$ cat src/rtl/imem_ctrl.sv
// imem_ctrl: arbitrates one synchronous instruction memory between the
// fetch port and a data-side read port, and streams program loads into it.
//
// Build option: define IMEM_CTRL_BOUNDS_CHK_EN to add o_addr_err. With it,
// out-of-range or misaligned reads return a NOP instead of touching memory.
//
// Ports:
//   i_clk, i_rst              clock, synchronous active-high reset
//   i_if_* / o_if_*           fetch request, grant, read data
//   i_dp_* / o_dp_*           data-port request, grant, read data
//   i_ld_* / o_ld_*           program-load start, word stream, done pulse
//   o_cpu_stall               core holds its pipeline during a load
//   o_mem_* / i_mem_rdata     single-port memory, 1-cycle read latency
//   o_addr_err                bad read address flag (bounds build only)
module imem_ctrl #(
    parameter int  N        = 2048,
    parameter int  MAX_WAIT = 4,
    localparam int AW       = $clog2(N)
) (
    input  logic          i_clk,
    input  logic          i_rst,
    input  logic          i_if_req,
    input  logic [31:0]   i_if_addr,
    output logic          o_if_gnt,
    output logic          o_if_rvalid,
    output logic [31:0]   o_if_rdata,
    input  logic          i_dp_req,
    input  logic [31:0]   i_dp_addr,
    output logic          o_dp_gnt,
    output logic          o_dp_rvalid,
    output logic [31:0]   o_dp_rdata,
`ifdef IMEM_CTRL_BOUNDS_CHK_EN
    output logic          o_addr_err,
`endif
    input  logic          i_ld_start,
    input  logic [AW-1:0] i_ld_base,
    input  logic [AW:0]   i_ld_len,
    input  logic          i_ld_valid,
    input  logic [31:0]   i_ld_data,
    output logic          o_ld_ready,
    output logic          o_ld_done,
    output logic          o_cpu_stall,
    output logic          o_mem_en,
    output logic          o_mem_we,
    output logic [AW-1:0] o_mem_addr,
    output logic [31:0]   o_mem_wdata,
    input  logic [31:0]   i_mem_rdata
);

    localparam logic [31:0] NOP = 32'h0000_0013;

    typedef enum logic [1:0] {
        S_RUN,
        S_DRAIN,
        S_LOAD
    } state_t;

    state_t        state_q, state_d;
    logic [3:0]    starv_q, starv_d;
    logic [AW-1:0] ptr_q, ptr_nxt;
    logic [AW:0]   rem_q;
    logic          if_rv_q, dp_rv_q;
    logic          if_err_q, dp_err_q;
    logic          done_q, done_d;
    logic [31:0]   if_hold_q, dp_hold_q;
    logic          if_gnt, dp_gnt, ld_xfer;
    logic [AW-1:0] if_idx, dp_idx;
    logic          if_bad, dp_bad;
    logic [31:0]   if_rdata, dp_rdata;

    assign if_idx = i_if_addr[AW+1:2];
    assign dp_idx = i_dp_addr[AW+1:2];

`ifdef IMEM_CTRL_BOUNDS_CHK_EN
    assign if_bad = (i_if_addr[31:AW+2] != '0)
                  | (i_if_addr[1:0] != 2'b00);
    assign dp_bad = (i_dp_addr[31:AW+2] != '0)
                  | (i_dp_addr[1:0] != 2'b00);
`else
    // Upper and sub-word address bits are deliberately dropped here.
    logic unused_addr;
    assign unused_addr = ^{i_if_addr[31:AW+2], i_if_addr[1:0],
                           i_dp_addr[31:AW+2], i_dp_addr[1:0]};
    assign if_bad = 1'b0;
    assign dp_bad = 1'b0;
`endif

    assign ptr_nxt = (ptr_q == AW'(N - 1)) ? '0 : ptr_q + AW'(1);

    always_comb begin
        state_d     = state_q;
        starv_d     = starv_q;
        if_gnt      = 1'b0;
        dp_gnt      = 1'b0;
        done_d      = 1'b0;
        ld_xfer     = 1'b0;
        o_ld_ready  = 1'b0;
        o_cpu_stall = 1'b0;
        o_mem_en    = 1'b0;
        o_mem_we    = 1'b0;
        o_mem_addr  = '0;
        o_mem_wdata = '0;
        // Every combinational output reads 0 while reset is held.
        if (!i_rst) begin
            unique case (state_q)
                S_RUN: begin
                    if (i_if_req && i_dp_req) begin
                        // DP has lost MAX_WAIT times in a row: its turn.
                        if (starv_q == 4'(MAX_WAIT)) begin
                            dp_gnt  = 1'b1;
                            starv_d = '0;
                        end else begin
                            if_gnt  = 1'b1;
                            starv_d = starv_q + 4'd1;
                        end
                    end else if (i_dp_req) begin
                        dp_gnt  = 1'b1;
                        starv_d = '0;
                    end else if (i_if_req) begin
                        if_gnt = 1'b1;
                    end
                    if (if_gnt) begin
                        o_mem_en   = !if_bad;
                        o_mem_addr = if_idx;
                    end
                    if (dp_gnt) begin
                        o_mem_en   = !dp_bad;
                        o_mem_addr = dp_idx;
                    end
                    if (i_ld_start) begin
                        state_d = S_DRAIN;
                    end
                end
                S_DRAIN: begin
                    o_cpu_stall = 1'b1;
                    if (rem_q == '0) begin
                        state_d = S_RUN;
                        done_d  = 1'b1;
                    end else begin
                        state_d = S_LOAD;
                    end
                end
                S_LOAD: begin
                    o_cpu_stall = 1'b1;
                    o_ld_ready  = 1'b1;
                    if (i_ld_valid) begin
                        ld_xfer     = 1'b1;
                        o_mem_en    = 1'b1;
                        o_mem_we    = 1'b1;
                        o_mem_addr  = ptr_q;
                        o_mem_wdata = i_ld_data;
                        if (rem_q == (AW+1)'(1)) begin
                            state_d = S_RUN;
                            done_d  = 1'b1;
                        end
                    end
                end
                default: state_d = S_RUN;
            endcase
        end
    end

    always_ff @(posedge i_clk) begin
        if (i_rst) begin
            state_q   <= S_RUN;
            starv_q   <= '0;
            ptr_q     <= '0;
            rem_q     <= '0;
            if_rv_q   <= 1'b0;
            dp_rv_q   <= 1'b0;
            if_err_q  <= 1'b0;
            dp_err_q  <= 1'b0;
            done_q    <= 1'b0;
            if_hold_q <= '0;
            dp_hold_q <= '0;
        end else begin
            state_q  <= state_d;
            starv_q  <= starv_d;
            if_rv_q  <= if_gnt;
            dp_rv_q  <= dp_gnt;
            if_err_q <= if_gnt & if_bad;
            dp_err_q <= dp_gnt & dp_bad;
            done_q   <= done_d;
            if (if_rv_q) begin
                if_hold_q <= if_rdata;
            end
            if (dp_rv_q) begin
                dp_hold_q <= dp_rdata;
            end
            if (state_q == S_RUN && i_ld_start) begin
                ptr_q <= i_ld_base;
                rem_q <= i_ld_len;
            end else if (ld_xfer) begin
                ptr_q <= ptr_nxt;
                rem_q <= rem_q - (AW+1)'(1);
            end
        end
    end

    assign if_rdata = if_err_q ? NOP : i_mem_rdata;
    assign dp_rdata = dp_err_q ? NOP : i_mem_rdata;

    assign o_if_gnt    = if_gnt;
    assign o_dp_gnt    = dp_gnt;
    assign o_if_rvalid = if_rv_q & ~i_rst;
    assign o_dp_rvalid = dp_rv_q & ~i_rst;
    assign o_if_rdata  = i_rst ? '0 : (if_rv_q ? if_rdata : if_hold_q);
    assign o_dp_rdata  = i_rst ? '0 : (dp_rv_q ? dp_rdata : dp_hold_q);
    assign o_ld_done   = done_q & ~i_rst;

`ifdef IMEM_CTRL_BOUNDS_CHK_EN
    assign o_addr_err = (if_err_q | dp_err_q) & ~i_rst;
`endif

endmodule

$ cat config.mk
export PLATFORM = sky130hd
export DESIGN_NAME = imem_ctrl
export DESIGN_NICKNAME = d
export VERILOG_FILES = /design/src/rtl/imem_ctrl.sv
export SDC_FILE = /design/constraint.sdc
export NUM_CORES = 1
export LEC_CHECK = 0
export ABC_CLOCK_PERIOD_IN_PS = 2400
export CAP_MARGIN = 20
export CORE_UTILIZATION = 37
export DETAILED_ROUTE_END_ITERATION = 10
export GPL_TIMING_DRIVEN = 1
export PLACE_DENSITY = 0.8
export SYNTH_ARGS = -nofsm -noshare
export SYNTH_HDL_FRONTEND = slang
export SYNTH_SLANG_ARGS = --single-unit
$ cat constraint.sdc
create_clock -name i_clk -period 2.4 [get_ports i_clk]
set_input_delay 0.36 -clock i_clk [delete_from_list [all_inputs] [get_ports i_clk]]
set_output_delay 0.36 -clock i_clk [all_outputs]
set_load 0.005 [all_outputs]
Word level (Yosys, flattened, before mapping)

Index checks and enable logic that the tools add are counted.

Flip-flop bits (word level): 96
Input port bits: 157
Word-level logic and storage cells: 88

Add/sub/neg operators: 3
Eq/ne operators: 8
Multiplexer cells: 55
Bitwise logic cells: 4
Reduce and logical (&&, ||, !) cells: 9

Operators with widths:

| cell                                                                    | count |
|---|---|
| 32-bit two-way mux                                                      | 7 |
| 11-bit two-way mux                                                      | 7 |
| 1-bit two-way mux                                                       | 28 |
| 12-bit two-way mux                                                      | 2 |
| 11-bit case mux with 2 select lines                                     | 1 |
| 12-bit by 1-bit equality test with 1-bit output (second input constant) | 1 |
| 12-bit logical NOT                                                      | 1 |
| 4-bit two-way mux                                                       | 3 |
| 12-bit by 1-bit subtractor with 12-bit output (second input constant)   | 1 |
| 11-bit by 1-bit adder with 11-bit output (second input constant)        | 1 |
| 11-bit equality test (second input constant)                            | 1 |
| 2-bit two-way mux                                                       | 4 |
| 2-bit != test (second input constant)                                   | 3 |
| 2-bit case mux with 3 select lines                                      | 1 |
| 4-bit by 1-bit adder with 4-bit output (second input constant)          | 1 |
| 4-bit by 3-bit equality test with 1-bit output (second input constant)  | 1 |
| 1-bit case mux with 2 select lines                                      | 2 |
| 2-bit nonzero test                                                      | 2 |
| 1-bit bitwise AND                                                       | 3 |
| 3-bit AND reduction                                                     | 1 |
| 2-bit by 1-bit equality test with 1-bit output (second input constant)  | 1 |
| 2-bit equality test (second input constant)                             | 1 |
| 1-bit logical AND                                                       | 2 |
| 2-bit logical NOT                                                       | 1 |
| 3 further kinds                                                         | 3 |

Depth between registers and ports, before layout

Depth after elaboration: 9
Gate-level depth with buffers: 8

Worst setup path after synthesis

Ideal clock, no wire load.

Kind: register -> output
From: reg state_q[0]
To: out o_mem_addr[5]
Arrival time: 1.612 ns
Slack: 0.428 ns
Stages on the path, launching flop included: 9
Buffers on the path: 2
Cell sequence: dfxtp_1 > inv_1 > ha_1 > buf_2 > nand2_1 > a21oi_1 > clkbuf_1 > a222oi_1 > nor2_1

Longest elaborated chain between the ends: 3
Elaborated cells on any way between the ends: 4
Those cells by class: 1 x eq/ne; 2 x mux; 1 x reduce/logical

Ends and longest elaborated chain:

| element                                                  | line | RTL |
|---|---|---|
| start: declaration                                       | 58   | `state_t state_q, state_d;` |
| start signal: assignment                                 | 177  | `state_q <= state_d;` |
| 2-bit equality test or 2-bit logical NOT (tied branches) | 105  | `unique case (state_q)` |
| 11-bit case mux with 2 select lines *                    | 105  |  |
| 11-bit two-way mux *                                     | 104  | `if (!i_rst) begin` |
| end: declaration                                         | 45   | `output logic [AW-1:0] o_mem_addr,` |

Mark *: on every way between the ends. The rest lies on a longest branch, timed or not.

Worst setup path after layout

From: reg state_q[1]
To: out o_mem_addr[7]

The elaborated chain is that of the path after synthesis.

==> impl_metrics.env <==
export IMPL_synth_edff_count=0
export IMPL_fmax_mhz=397
export IMPL_synth_seq_cells=96
export IMPL_holdCritPathClass="input port to flip-flop"
export IMPL_fin_hold_ws_ns=0.253
export IMPL_worstSkewPairLatency_ns=0.33
export IMPL_grt_remaining_overflow=0
export IMPL_post_drt_wl_per_cell_um=15.6
export IMPL_syn_num_nets=655
export IMPL_io_pins=273
export IMPL_synth_avg_cell_area_um2=9.09
export IMPL_area_delta_synth_final_pct=68.4
export IMPL_crit_fanout=6
export IMPL_final_antenna_net_count=0
export IMPL_detail_route_vias_per_cell=5.07
export IMPL_fill_cells=952
export IMPL_period_share=1.05
export IMPL_dr_pass1_iters=8
export IMPL_pwr_share_comb=0.233
export IMPL_cts_reportedPaths_clkPinSlew_ns=0.06
export IMPL_r2r_setup_slack_ns=0.42
export IMPL_yosysTopAreaCell="dfxtp_1"
export IMPL_diodes=0
export IMPL_grt_setup_unrepaired="yes"
export IMPL_die_height_um=112
export IMPL_tns_ns=-0.232
export IMPL_die_width_um=112
export IMPL_dpl_hpwl_um=10100
export IMPL_post_route_cell_area_mm2=0.00749
export IMPL_numCtsBuffers=9
export IMPL_hold_buffers=0
export IMPL_slew_headroom=0.646
export IMPL_maxCapViolations=0
export IMPL_reg2reg_from="state_q[0]$_SDFFE_PP0P_"
export IMPL_whs_path_depth=2
export IMPL_grt_pass1_wl_um=21900
export IMPL_period_needed_ns=2.52
export IMPL_cts_tree="built"
export IMPL_fp_dieArea_mm2=0.0125
export IMPL_crit_required_ns=2.04
export IMPL_synth_ff_type="dfxtp_1"
export IMPL_route_detailed_drc=14
export IMPL_dpl_instance_area_mm2=0.00703
export IMPL_synth_area_top_cells="dfxtp_1, mux2i_1, nor2_1, and2_1, ha_1"
export IMPL_p_int_mw=3.08
export IMPL_antenna_found_initial=0
export IMPL_p_sw_frac=0.262
export IMPL_grt_pass1_vias=4634
export IMPL_track_usage=0.220
export IMPL_start_kind="flip-flop"
export IMPL_hold_violations=0
export IMPL_htreeDepth=3
export IMPL_power_density_mw_per_mm2=557
export IMPL_start_util=0.384
export IMPL_critPathCaptureType="output pin"
export IMPL_io_buffers=230
export IMPL_via_count=4450
export IMPL_yosysSeqAreaShare=0.432
export IMPL_rr_worst_depth=10
export IMPL_nets=896
export IMPL_vdd_drop_max_mv=0.304
export IMPL_yosys_cell_count_top_type="nor2_1"
export IMPL_dr_first_iter_drc_count=355
export IMPL_power_total_mw=4.17
export IMPL_cts_buffer_depth=2
export IMPL_gp_congestion=0.875
export IMPL_cts_root_buf="clkbuf_16"
export IMPL_clkSinkCount=96
export IMPL_place_ws_ns=-0.113
export IMPL_syn_area_mm2=0.00445
export IMPL_yosys_warnings=0
export IMPL_synthArstFlopShare=0
export IMPL_seq_power_share=0.431
export IMPL_synth_top_area_frac=0.432
export IMPL_crit_arrival_ns=2.16
export IMPL_setup_ws_ns=-0.118
export IMPL_grt_max_degree=54
export IMPL_holdPathEnd="ptr_q[6]$_SDFFE_PP0P_"
export IMPL_core_mm2=0.0116
export IMPL_worstHoldStart="i_rst"
export IMPL_status="finished, violations left"
export IMPL_worst_clock_skew_ns=0.00775
export IMPL_path_class="flip-flop to output pin"
export IMPL_slew_violations=0
export IMPL_worst_pin_slew_ns=0.517
export IMPL_rows=39
export IMPL_wl_um=13700
export IMPL_timing_rr_end="rem_q[9]$_SDFFE_PP0P_"
export IMPL_power_leakage_nw=3.20
export IMPL_clkPwrFrac=0.336
export IMPL_layout_drive_gt1_share=0.0993
export IMPL_syn_inst=489
export IMPL_setup_viol=2
export IMPL_violations="DRC, setup timing"
export IMPL_synth_cell_types=47
export IMPL_yosys_top_cells_count="nor2_1, dfxtp_1, mux2i_1"
export IMPL_p_switching_mw=1.10
per-stage QoR:
| stage | util | instances |
|---|---|---|
| final | 0.648 | 878 |
| after global routing | 0.648 | 878 |
| after CTS | 0.638 | 875 |
| after detailed placement | 0.608 | 853 |
| after global placement | 0.608 | 853 |
| after floorplan | - | 489 |
sequential cells by signal (all words and copies together) (netlist names):
name       flops
starv_q        4
dp_rv_q        1
if_rv_q        1
if_hold_q     32
rem_q         12
ptr_q         11
done_q         1
dp_hold_q     32
state_q        2
routing by layer:
| layer | global-route usage | wire (µm) | vias up |
|---|---|---|---|
| met5 | 0 | 0 | - |
| met4 | 0.0739 | 266 | 0 |
| li1 | - | - | 2180 |
| met1 | 0.243 | 5320 | 2074 |
| met2 | 0.406 | 7190 | 176 |
| met3 | 0.0572 | 949 | 20 |
worst max-delay path: stages (launching register included):
cell	delay [ns]
dfxtp_2	0.34
inv_1	0.11
ha_2	0.23
nand2_1	0.12
a21oi_4	0.20
buf_6	0.16
a222oi_1	0.08
nor2_1	0.09
clkdlybuf4s50_1	0.51
worst max-delay path by stage:
stage	from	endpoint	depth (start not counted)
6_report	state_q[1]$_SDFFE_PP0P_	o_mem_addr[7]	8
3_5_place_dp	i_dp_req	o_mem_addr[6]	6
4_1_cts	starv_q[0]$_SDFFE_PP0P_	o_dp_gnt	8
3_3_place_gp	i_dp_req	o_mem_addr[6]	6
5_1_grt	state_q[1]$_SDFFE_PP0P_	o_mem_addr[8]	8
2_1_floorplan	state_q[0]$_SDFFE_PP0P_	o_mem_addr[5]	8
power by group through the flow:
stage	sequential, mW	combinational [mW]	clock, mW
after global routing	1.81	1.06	1.50
after global placement	1.82	0.919	0
after floorplan	1.79	0.462	0
after CTS	1.80	0.967	1.44
after detailed placement	1.83	0.946	0
final	1.80	0.972	1.40
final cells by class:
class	instances	area (µm²)	area share
Inverter	12	47.5	0.00635
Timing Repair Buffer	263	2640	0.353
Clock inverter	4	53.8	0.00718
Sequential cell	96	1930	0.258
Tap cell	143	179	0.0239
Clock buffer	12	236	0.0316
Multi-Input combinational cell	348	2400	0.320
cell usage in the layout, fill, tap and decap left out, types with 3 or more instances in the layout:
cell	n
a21oi_1	7
inv_1	9
nor2b_1	9
buf_6	3
o21ai_0	6
dlygate4sd2_1	18
ha_1	7
nand3_1	7
clkbuf_1	3
nor4_1	3
nor2_1	98
clkbuf_2	5
xor2_1	10
dfxtp_2	5
dfxtp_1	90
a211oi_1	14
buf_4	25
dlymetal6s2s_1	20
a222oi_1	11
buf_12	5
clkbuf_16	9
mux2i_1	64
nor3_1	6
xnor2_1	10
nand4_1	7
and2_1	34
nand2_1	17
clkdlybuf4s50_1	185
kinds of logic after synthesis:
family | share of synthesized area
buf+inv | 0.0383
flops | 0.432
mux | 0.147
fa+ha+maj | 0.0253
compound gates | 0.0980
xor+xnor | 0.0394
simple gates | 0.219
repair_timing:
action / in CTS / in global routing
buffers inserted: 4 / 3
cloned: 2 / 0
resized for setup: 36 / 40
pin swaps: 7 / 8
setup endpoints to repair: 46 / 31
No activity file was read; power rests on OpenSTA's default activity.
==> edit, RTL diff (same settings) <==
`N`: 2048 -> 1024.
--- a/src/rtl/imem_ctrl.sv
+++ b/src/rtl/imem_ctrl.sv
@@ -14,5 +14,5 @@
 //   o_addr_err                bad read address flag (bounds build only)
 module imem_ctrl #(
-    parameter int  N        = 2048,
+    parameter int  N        = 1024,
     parameter int  MAX_WAIT = 4,
     localparam int AW       = $clog2(N)
Interface: changed (resized i_ld_base, i_ld_len and o_mem_addr); port bits go from 273 to 270. The function was not compared with the original's and may differ.
==> edit against the original RTL <==
  * Count of clock-buffer cells in the layout is 1 lower
  * Hold slack improved by 0.12 ns
  * Register-to-register slack worse by 0.10 ns
  * Power up 3.6%
  * Wire length is 2.3% higher
  * Cell area grew 0.37%
  * Area after synthesis is 1.8% lower
  * Combinational power grew 18%
  * Sequential cell count fell by 2
  * Synthesized cell count shrank 1.2%
  * First-iteration DRC count decreased by 26%
  * Setup slack improved by 0.13 ns
  * Critical path type unchanged
  * Highest routed layer unchanged
==> edit: results (changes against the original RTL) <==
Hold Path Stages=3 (+1); fraction of layout cells with a size suffix above 1=12.8% (+2.9 points); Endpoint, Worst Hold=state_q[0]$_SDFFE_PP0P_; Data arrival, critical path=2.03 ns (-0.13 ns); DPL Wire Length=10200 um (+0.97%); FF-to-FF setup slack=0.32 ns (-0.10 ns); # Post-CTS Setup Buffers=10 (+6); reg-to-reg startpoint=state_q[0]$_SDFFE_PP0P_; DR iter-0 viols=262 (-26%); # nets final=899 (+0.33%); wire per inst=15.9 um (+1.7%); Clk Latency, worst-skew pair=0.34 ns; final WL=14000 um (+2.3%); WHS=0.378 ns (+0.125 ns); clock root cell=clkbuf_16; input/output buffers=225 (-2.2%); Synth top cells by count=nor2_1 (96), dfxtp_1 (94), mux2i_1 (64); unique cell type count in the Yosys netlist=46 (-2.1%); maximum vdd drop=0.000510 V (+68%); HP Class=input port to flop; Synth async-reset ratio=0% (unchanged); Worst R2R Path Depth=11 (+1); P_leak=3.13 nW (-2.1%); status=finished clean; DP Worst Slack=-0.0958 ns (+0.0176 ns); synthesized area per cell=9.04 um^2 (-0.55%); placed cell areas=6950 um^2 (-1.2%); CP Launch Point=starv_q[1]$_SDFFE_PP0P_; dpl cells=848 (-0.59%); Clock Power Share=32.0% (-1.6 points); P_sw=0.00121 W (+10%); clk_skew=0.00748 ns (-0.000270 ns); synth top area cells=dfxtp_1 (43%), mux2i_1 (15%), nor2_1 (8.3%); Post-synth top flop=dfxtp_1; Top Registers=dp_hold_q (32), if_hold_q (32), rem_q (11); Final Worst Setup Slack=0.0123 ns (+0.130 ns); vias in the first global route=4595 (-0.84%); GRT Util Overall=23.1% (+1.2 points); first-pass GRT wire length=22700 um (+3.3%); Vias/cell=5.15 (+1.6%); RePlAce Congestion=0.821 (-6.1%); Worst-Margin Slew=0.553 ns (+0.0356 ns); Pins Over Slew Limit=0 (unchanged); Net Count, Synth=647 (-1.2%); register area share after synthesis=43.1% (-0.14 points); CP max FO=4 (-2); Num CTS Buffers=9 (unchanged); max cap viols=0 (unchanged); post-CTS sizing=64 (+78%); largest net degree at the start of global routing=69 (+28%); Pre-Repair DR Iteration Count=5 (-3); Critical Path Sink=o_mem_addr[4]
==> edit: cell types whose count changed in the layout (fill, tap and decap cells not counted), sizes merged, moves of 4 or more <==
cell,unedited run,this run
clkdlybuf4s15,1,5
buf,34,57
dlygate4sd2,18,7
xnor2,10,4
nand3,7,13
clkbuf,17,11
clkdlybuf4s50,185,189
==> edit: metal layers <==
| layer | global-route usage (%) | share of wire [%] |
|---|---|---|
| met1 | 25.7 | 39 |
| met2 | 42.2 | 52 |
| met3 | 5.38 | 6.9 |
| met4 | 9.33 | 2.0 |
| met5 | 0 | 0 |
==> edit: critical path, stage by stage, from the launching register on <==
cell and delay, ns:
dfxtp_2 0.33, inv_2 0.06, ha_4 0.12, nand3b_1 0.15, buf_4 0.19, o211a_4 0.25, buf_6 0.12, a222oi_1 0.25
nor2_1 0.08, buf_2 0.13
==> edit: cell type report <==
cell class / instances / area, um^2
sequential: 94 / 1890
timing repair buffer: 275 / 2740
clock buffer: 11 / 253
inverter: 9 / 38.8
multi-input combinational: 346 / 2370
fill: 877 / 3950
tap: 143 / 179
clock inverter: 5 / 41.3
==> edit: cells by family (layout without fill, tap and decap cells) <==
family,count (synthesis),count (layout),share of synthesized area [%]
AND/OR/NAND/NOR,204,204,23.0
flip-flops,94,94,43.1
adder cells (fa/ha/maj),9,9,2.58
buffers and inverters,44,300,4.27
multiplexers,64,64,14.7
XOR/XNOR,15,15,3.01
AO/OA/AOI/OAI,53,54,9.37
==> edit: power groups by stage <==
stage / Clock (W) / Combinational, W / Sequential, W
3_5_place_dp: 0 / 0.00105 / 0.00182
5_1_grt: 0.00149 / 0.00125 / 0.00180
3_3_place_gp: 0 / 0.00102 / 0.00181
6_report: 0.00138 / 0.00115 / 0.00179
4_1_cts: 0.00142 / 0.00113 / 0.00178
2_1_floorplan: 0 / 0.000517 / 0.00177
